**src/rtl/dram_request_queue.sv**
```systemverilog
// dram_request_queue
//
// Front-end for dram_controller. User read/write requests are buffered in a
// small FIFO and handed to the controller one at a time over its u_* command
// port, using the busy/ack handshake. Read data is returned to the requester
// in issue order. A per-read watchdog ends a hung read with an error response.
//
// Ports
//   u_clk, u_rst        single clock; synchronous active-high reset
//   req_valid/ready     request handshake (ready = queue not full)
//   req_cmd             1 = write, 0 = read
//   req_addr            {bank_id, row, col}
//   req_wdata           write data (ignored for reads)
//   rsp_valid           one-cycle pulse when a read completes
//   rsp_data            read data (0 when rsp_err)
//   rsp_err             read timed out
//   q_count             queued entries, excluding the in-flight request
//   ctl_en/addr/wdata/cmd   drive controller u_en/u_addr/u_data_i/u_cmd
//   ctl_cmd_ack, ctl_busy   from controller u_cmd_ack/u_busy
//   ctl_rd_data/rd_valid    from controller u_data_o/u_data_valid

module dram_request_queue #(
    parameter int NUMBER_OF_COLUMNS = 8,
    parameter int NUMBER_OF_ROWS    = 128,
    parameter int NUMBER_OF_BANKS   = 8,
    parameter int U_DATA_WIDTH      = 2,
    parameter int DRAM_DATA_WIDTH   = 2,
    parameter int FIFO_DEPTH        = 4,
    parameter int TIMEOUT_CYCLES    = 64,
    localparam int U_ADDR_WIDTH = $clog2(NUMBER_OF_BANKS) + $clog2(NUMBER_OF_ROWS)
                                + $clog2(NUMBER_OF_COLUMNS / DRAM_DATA_WIDTH),
    localparam int CNT_WIDTH    = $clog2(FIFO_DEPTH) + 1
) (
    input  logic                    u_clk,
    input  logic                    u_rst,

    input  logic                    req_valid,
    output logic                    req_ready,
    input  logic                    req_cmd,
    input  logic [U_ADDR_WIDTH-1:0] req_addr,
    input  logic [U_DATA_WIDTH-1:0] req_wdata,

    output logic                    rsp_valid,
    output logic [U_DATA_WIDTH-1:0] rsp_data,
    output logic                    rsp_err,

    output logic [CNT_WIDTH-1:0]    q_count,

    output logic                    ctl_en,
    output logic [U_ADDR_WIDTH-1:0] ctl_addr,
    output logic [U_DATA_WIDTH-1:0] ctl_wdata,
    output logic                    ctl_cmd,
    input  logic                    ctl_cmd_ack,
    input  logic                    ctl_busy,
    input  logic [U_DATA_WIDTH-1:0] ctl_rd_data,
    input  logic                    ctl_rd_valid
);

    localparam int PTR_WIDTH   = $clog2(FIFO_DEPTH);
    localparam int ENTRY_WIDTH = 1 + U_ADDR_WIDTH + U_DATA_WIDTH;
    localparam int WD_WIDTH    = $clog2(TIMEOUT_CYCLES);

    localparam logic [CNT_WIDTH-1:0] FULL_COUNT = CNT_WIDTH'(FIFO_DEPTH);
    localparam logic [WD_WIDTH-1:0]  WD_LIMIT   = WD_WIDTH'(TIMEOUT_CYCLES - 1);

    typedef enum logic [1:0] {
        IDLE,
        ISSUE,
        WAIT_RD,
        WAIT_WR
    } state_t;

    state_t                  state;
    logic [WD_WIDTH-1:0]     wd_cnt;

    logic [ENTRY_WIDTH-1:0]  fifo_mem [FIFO_DEPTH];
    logic [PTR_WIDTH-1:0]    wr_ptr;
    logic [PTR_WIDTH-1:0]    rd_ptr;
    logic [ENTRY_WIDTH-1:0]  head;
    logic                    push;
    logic                    pop;

    // Full blocks new requests even on a popping cycle: ready depends only
    // on the registered count, never on the pop in progress.
    assign req_ready = (q_count != FULL_COUNT);
    assign push      = req_valid && req_ready;
    // The head stays in the queue while it is being offered to the
    // controller; it only leaves once the command is acknowledged.
    assign pop       = (state == ISSUE) && ctl_cmd_ack;
    assign head      = fifo_mem[rd_ptr];

    // Queue storage: payload only, no reset needed.
    always_ff @(posedge u_clk) begin
        if (push) begin
            fifo_mem[wr_ptr] <= {req_cmd, req_addr, req_wdata};
        end
    end

    // Queue pointers and occupancy; pointers wrap naturally (power-of-2 depth).
    always_ff @(posedge u_clk) begin
        if (u_rst) begin
            wr_ptr  <= '0;
            rd_ptr  <= '0;
            q_count <= '0;
        end else begin
            if (push) begin
                wr_ptr <= wr_ptr + PTR_WIDTH'(1);
            end
            if (pop) begin
                rd_ptr <= rd_ptr + PTR_WIDTH'(1);
            end
            case ({push, pop})
                2'b10:   q_count <= q_count + CNT_WIDTH'(1);
                2'b01:   q_count <= q_count - CNT_WIDTH'(1);
                default: q_count <= q_count;
            endcase
        end
    end

    // Issue FSM with registered controller and response outputs.
    always_ff @(posedge u_clk) begin
        if (u_rst) begin
            state     <= IDLE;
            wd_cnt    <= '0;
            ctl_en    <= 1'b0;
            ctl_addr  <= '0;
            ctl_wdata <= '0;
            ctl_cmd   <= 1'b0;
            rsp_valid <= 1'b0;
            rsp_data  <= '0;
            rsp_err   <= 1'b0;
        end else begin
            // Response is a single-cycle pulse; clear it unless set below.
            rsp_valid <= 1'b0;
            rsp_data  <= '0;
            rsp_err   <= 1'b0;

            case (state)
                IDLE: begin
                    if ((q_count != '0) && !ctl_busy) begin
                        {ctl_cmd, ctl_addr, ctl_wdata} <= head;
                        ctl_en <= 1'b1;
                        state  <= ISSUE;
                    end
                end

                ISSUE: begin
                    // ctl_* hold their values until the controller acks.
                    if (ctl_cmd_ack) begin
                        ctl_en <= 1'b0;
                        wd_cnt <= '0;
                        state  <= ctl_cmd ? WAIT_WR : WAIT_RD;
                    end
                end

                WAIT_RD: begin
                    // Real data wins over a timeout landing on the same edge.
                    if (ctl_rd_valid) begin
                        rsp_valid <= 1'b1;
                        rsp_data  <= ctl_rd_data;
                        state     <= IDLE;
                    end else if (wd_cnt == WD_LIMIT) begin
                        rsp_valid <= 1'b1;
                        rsp_err   <= 1'b1;
                        state     <= IDLE;
                    end else begin
                        wd_cnt <= wd_cnt + WD_WIDTH'(1);
                    end
                end

                WAIT_WR: begin
                    if (!ctl_busy) begin
                        state <= IDLE;
                    end
                end

                default: state <= IDLE;
            endcase
        end
    end

endmodule
```
**config.mk**
```make
export PLATFORM = sky130hd
export DESIGN_NAME = dram_request_queue
export DESIGN_NICKNAME = d
export VERILOG_FILES = /design/src/rtl/dram_request_queue.sv
export SDC_FILE = /design/constraint.sdc
export NUM_CORES = 1
export LEC_CHECK = 0
export ABC_AREA = 1
export BUFFER_PORTS_ARGS = -buffer_cell sky130_fd_sc_hd__buf_2
export CAP_MARGIN = 15
export CORE_ASPECT_RATIO = 1.25
export CORE_MARGIN = 3
export CORE_UTILIZATION = 30
export DETAILED_ROUTE_END_ITERATION = 6
export GPL_ROUTABILITY_DRIVEN = 0
export PLACE_DENSITY_LB_ADDON = 0.15
export SETUP_SLACK_MARGIN = 0.1
export SLEW_MARGIN = 20
export SYNTH_ARGS = -nofsm -noshare
export SYNTH_HDL_FRONTEND = slang
export SYNTH_SLANG_ARGS = --single-unit
```
**constraint.sdc**
```tcl
create_clock -name u_clk -period 4.5 [get_ports u_clk]
set_input_delay 0.9 -clock u_clk [delete_from_list [all_inputs] [get_ports u_clk]]
set_output_delay 0.9 -clock u_clk [all_outputs]
set_load 0.1 [all_outputs]
```
-- After elaboration in Yosys (flattened, before gate mapping)
Memory sizes are Yosys's and may differ from the RTL's. A register that Yosys moved wholly into a read port is not among the register bits.
Index checks and enable logic that the tools add are counted.
- reductions and logical operators: 16
- equality and inequality tests: 13
- div/mod/pow operators: 0
- $mul: 0
- $lt $le $gt $ge: 0
- add/sub/neg operators: 5
- muxes and demuxes: 19
- bitwise operators: 2
- shift-type cells: 0
- operators by type and width (operator ; number):
    $mux 6 ; 3
    $pmux 6 s2 ; 1
    $mux 2 ; 5
    $ne 2x2->1 const B ; 5
    $pmux 2 s4 ; 1
    $reduce_and 4->1 ; 2
    $mux 1 ; 7
    $add 6x1->6 const B ; 1
    $eq 2x2->1 const B ; 3
    $eq 6x6->1 const B ; 1
    $ne 3x3->1 const B ; 2
    $pmux 3 s2 ; 1
    $reduce_bool 2->1 ; 3
    $reduce_or 3->1 ; 2
    $add 2x1->2 const B ; 2
    $eq 2x1->1 const B ; 2
    $add 3x1->3 const B ; 1
    $logic_and 1x1->1 ; 3
    $reduce_and 3->1 ; 1
    $reduce_bool 3->1 ; 1
    $sub 3x1->3 const B ; 1
    $logic_not 2->1 ; 1
    $not 1->1 ; 2
    $pmux 1 s2 ; 1
    other kinds (3) ; 3
- register bits after elaboration: 20
- bits in latches: 0
- bits in read-only memories: 0
- memory bits (writable): 60
- input port bits: 23
- memories: 1
- output and inout port bits: 24
- logic and storage cells: 65
- memory list (memory ; words ; width ; read ports ; clocked after Yosys merged registers in ; write ports ; line ; text):
    fifo_mem ; 4 ; 15 ; 1 ; 1 ; 1 ; 76 ; logic [ENTRY_WIDTH-1:0] fifo_mem [FIFO_DEPTH];

-- Longest topological paths before layout
- word-level depth: 4
- gate-level depth with buffers: 9
- mapped depth without buffers: 9

-- Worst setup path before layout
No wires, ideal clock.
- path kind: register to register
- start point: register q_count[0]
- end point: register q_count[2]
- clock period less this slack: 3.421 ns
- stages on the path, launching flop included: 10
- required time: 4.377 ns
- data arrival time: 3.299 ns
- path buffers: 0
- setup time: 0.123 ns
- path slack: 1.079 ns
- path through: dfxtp_1 > nor2_1 > nand2_1 > nand2_1 > ha_1 > fa_1 > a21oi_1 > o21ai_0 > o21ai_0 > a21oi_1
- word-level cells in the longest chain between the ends: 4
- elaborated cells on any way between the ends: 8
- classes of those cells: 2 x add/sub; 3 x eq/ne; 1 x mux; 2 x reduce/logical
- RTL lines (element ; line ; text):
    start, declared ; 47 ; output logic [CNT_WIDTH-1:0] q_count,
    start signal, assigned ; 113 ; 2'b10: q_count <= q_count + CNT_WIDTH'(1);
    start signal, assigned ; 114 ; 2'b01: q_count <= q_count - CNT_WIDTH'(1);
    start signal, assigned ; 115 ; default: q_count <= q_count;
    $ne 3x3->1 * ; 85 ; assign req_ready = (q_count != FULL_COUNT);
    named net req_ready ; 38 ; output logic req_ready,
    $logic_and 1x1->1 * ; 86 ; assign push = req_valid && req_ready;
    $eq 2x1->1 or $eq 2x2->1 (tied branches) ; 112 ; case ({push, pop})
    $pmux 3 s2 or $reduce_bool 2->1 (tied branches) ; -- ;
Mark *: on every way through the listed nets, which the timed path passes. The rest lies on a longest branch.
A chain may end at the register's enable or synchronous reset.

-- Worst setup path after layout
- start point: register q_count[0]
- end point: output port req_ready
- word-level cells in the longest chain between the ends: 1
- RTL lines (element ; line):
    $ne 3x3->1 ; 85
    end, declared ; 38
Every way passes these cells.

==> reports/results.txt <==
Max VDD drop -> 0.0002005 V
Largest net degree at the start of global routing -> 33
Total Routing Usage GR -> 0.1228
First drt pass iteration count -> 4
Top cell type's share of synthesized area -> 0.4731
Vias/cell -> 4.576
PostCTS Resize Cnt -> 0
Hold-fix buffers, CTS -> 0
WL/cell -> 14.34 um
CTS sink count -> 95
Vias in the first global route -> 2631
# setup viols final -> 0
Routed Antenna Nets -> 0
PD cells -> 614.7 nW/um^2
Top-count cell post-synth -> nor2_1
Fin. Hold Viols -> 0
CTS buffer count -> 9
DR DRC count -> 0
Fmax -> 0.4470 GHz
Synth cell types -> 26
Ant. Diodes -> 0
Clock H-tree levels -> 3
Most frequent cells after synthesis -> nor2_1, edfxtp_1, o21ai_0, nand2_1, dfxtp_1
#FFs+latches synth -> 95
Fin crit share -> 0.4972
Clock buffer depth -> 2
RSZ-0062 raised after global routing -> false
Critical path peak fanout -> 5
Mapped Avg Cell Area -> 10.38 um^2
Seq/Total Area, Yosys -> 0.6570
Clock input transition at the sequential cells of the worst setup and hold paths -> 70 ps
Worst-skew pair later-pin latency -> 340 ps
Share of layout cells above drive strength 1 -> 0.1758
Synth Net Count -> 397
WS Path Type -> flip-flop to output port
Detailed placement HPWL -> 5417 um
Top cells by area, synth -> edfxtp_1, dfxtp_1, nor2_1, o21ai_0, nand2_1
Die width -> 106.8 um
Lkg Pwr -> 0.001775 uW
Data required, critical path -> 3600 ps
Cells after Synth -> 367
Buffers on Ports -> 46
CP startpoint kind -> flip-flop
Synth-to-Final Area Change -> 18.82%
Clock root cell -> clkbuf_16
CTS tree -> done
Chip height -> 132.0 um
Worst Hold Class -> flip-flop to flip-flop
Crit. End Element -> output port
Fin util -> 0.3687
Slew Viols, Final -> 0
Core Region -> 12270 um^2
Final critical-path required period -> 2237 ps
Post-Syn Area -> 3809 um^2
Setup bufs post-CTS -> 0
Ys Warns -> 0
CP Data Arrival Time -> 1340 ps
Maxcap violations -> 0
Top cell type by total area after synthesis -> edfxtp_1
Status -> complete, no violations
Setup tns final -> 0 ps
Initial antenna violation count -> 0
Initial Util -> 0.3103
Clock Skews -> 5.659 ps
Measured slew at the worst slew-check pin -> 925.3 ps
Primary FF master, synth -> edfxtp_1
Nets -> 446
Cell row count -> 45
Post-Route WL -> 8391 um
# IOs -> 47
Total number of vias -> 2677
Gr ovfl total -> 0
Global-route wire length before repair -> 13410 um
DIE AREA -> 14090 um^2
Async set-reset flop share out of synthesis -> 0
Post-synth EDFFs -> 60
DRT iter0 DRCs -> 129
Slew HR -> 0.3824
per-stage QoR:
stage               area, um^2  setup WS (ps)  cells  hold slack (ps)  power, uW
finish                    4526           2263    585            496.9       2782
global route              4526           2171    585            531.5       2939
CTS                       4526           2235    585            501.8       2823
detailed placement        4210           2070    569            490.8       2004
global placement          4210           2115    569            490.3       1998
floorplan                 3809           1079    367            471.9       1831
registers in the layout, summed over array words and instances (netlist names):
signal	count
rsp_data	2
fifo_mem	60
rsp_err	1
ctl_wdata	2
state	2
wd_cnt	6
rsp_valid	1
wr_ptr	2
ctl_addr	12
ctl_en	1
rd_ptr	2
ctl_cmd	1
q_count	3
final timing paths:
| kind | start | to | slack, ps | cells past startpoint |
|---|---|---|---|---|
| min reg2reg | q_count[2] | q_count[2] | 500 | 2 |
| max reg2reg | q_count[0] | q_count[2] | 2490 | 9 |
| max | q_count[0] | req_ready | 2260 | 3 |
| min | q_count[2] | q_count[2] | 500 | 2 |
kinds of logic after synthesis:
family          share of synthesized area
fa+ha+maj                         0.02497
simple gates                       0.1547
buf+inv                           0.04960
compound gates                     0.1137
flops                              0.6570
where the power goes:
part           switching (uW)  internal, uW  leakage [uW]  total, uW
clock network             309           500      0.000154        808
logic                     695           173      0.000783        868
registers                63.1          1040      0.000837       1110
total                    1070          1710       0.00177       2780
placed cells by master, fill, tap and decap left out, types with 2 or more instances in the layout:
cell and n:
buf_2 46, inv_2 2, bufinv_16 2, ha_1 6
o21ai_0 53, nor2_1 76, nand4_1 2, nand2_1 39
buf_4 5, inv_1 28, clkbuf_1 2, clkinv_2 2
a21oi_1 13, clkbuf_16 9, edfxtp_1 60, nor2_2 2
nand3_1 12, dfxtp_1 35, nor3b_1 3, o22ai_1 15
worst max-delay path: stages, from the launching register on:
cell and delay (ps):
dfxtp_1 410, nor2_1 90, nand2_1 70, buf_2 420
layout make-up:
class	count	area [um^2]
Inverter	31	117.6
Clock buffer	12	246.5
Tap cell	164	205.2
Clock inverter	4	68.82
Multi-Input combinational cell	228	1117
Fill cell	1293	7749
Sequential cell	95	2502
Timing Repair Buffer	51	267.8
per-layer routing:
layer	vias to the layer above	wire (um)	track usage
li1	1352	-	-
met1	1285	3912	0.1550
met2	36	4167	0.2006
met3	4	231	0.03283
met4	0	80	0.04691
met5	-	0	0
No activity file was read; power rests on OpenSTA's default activity.
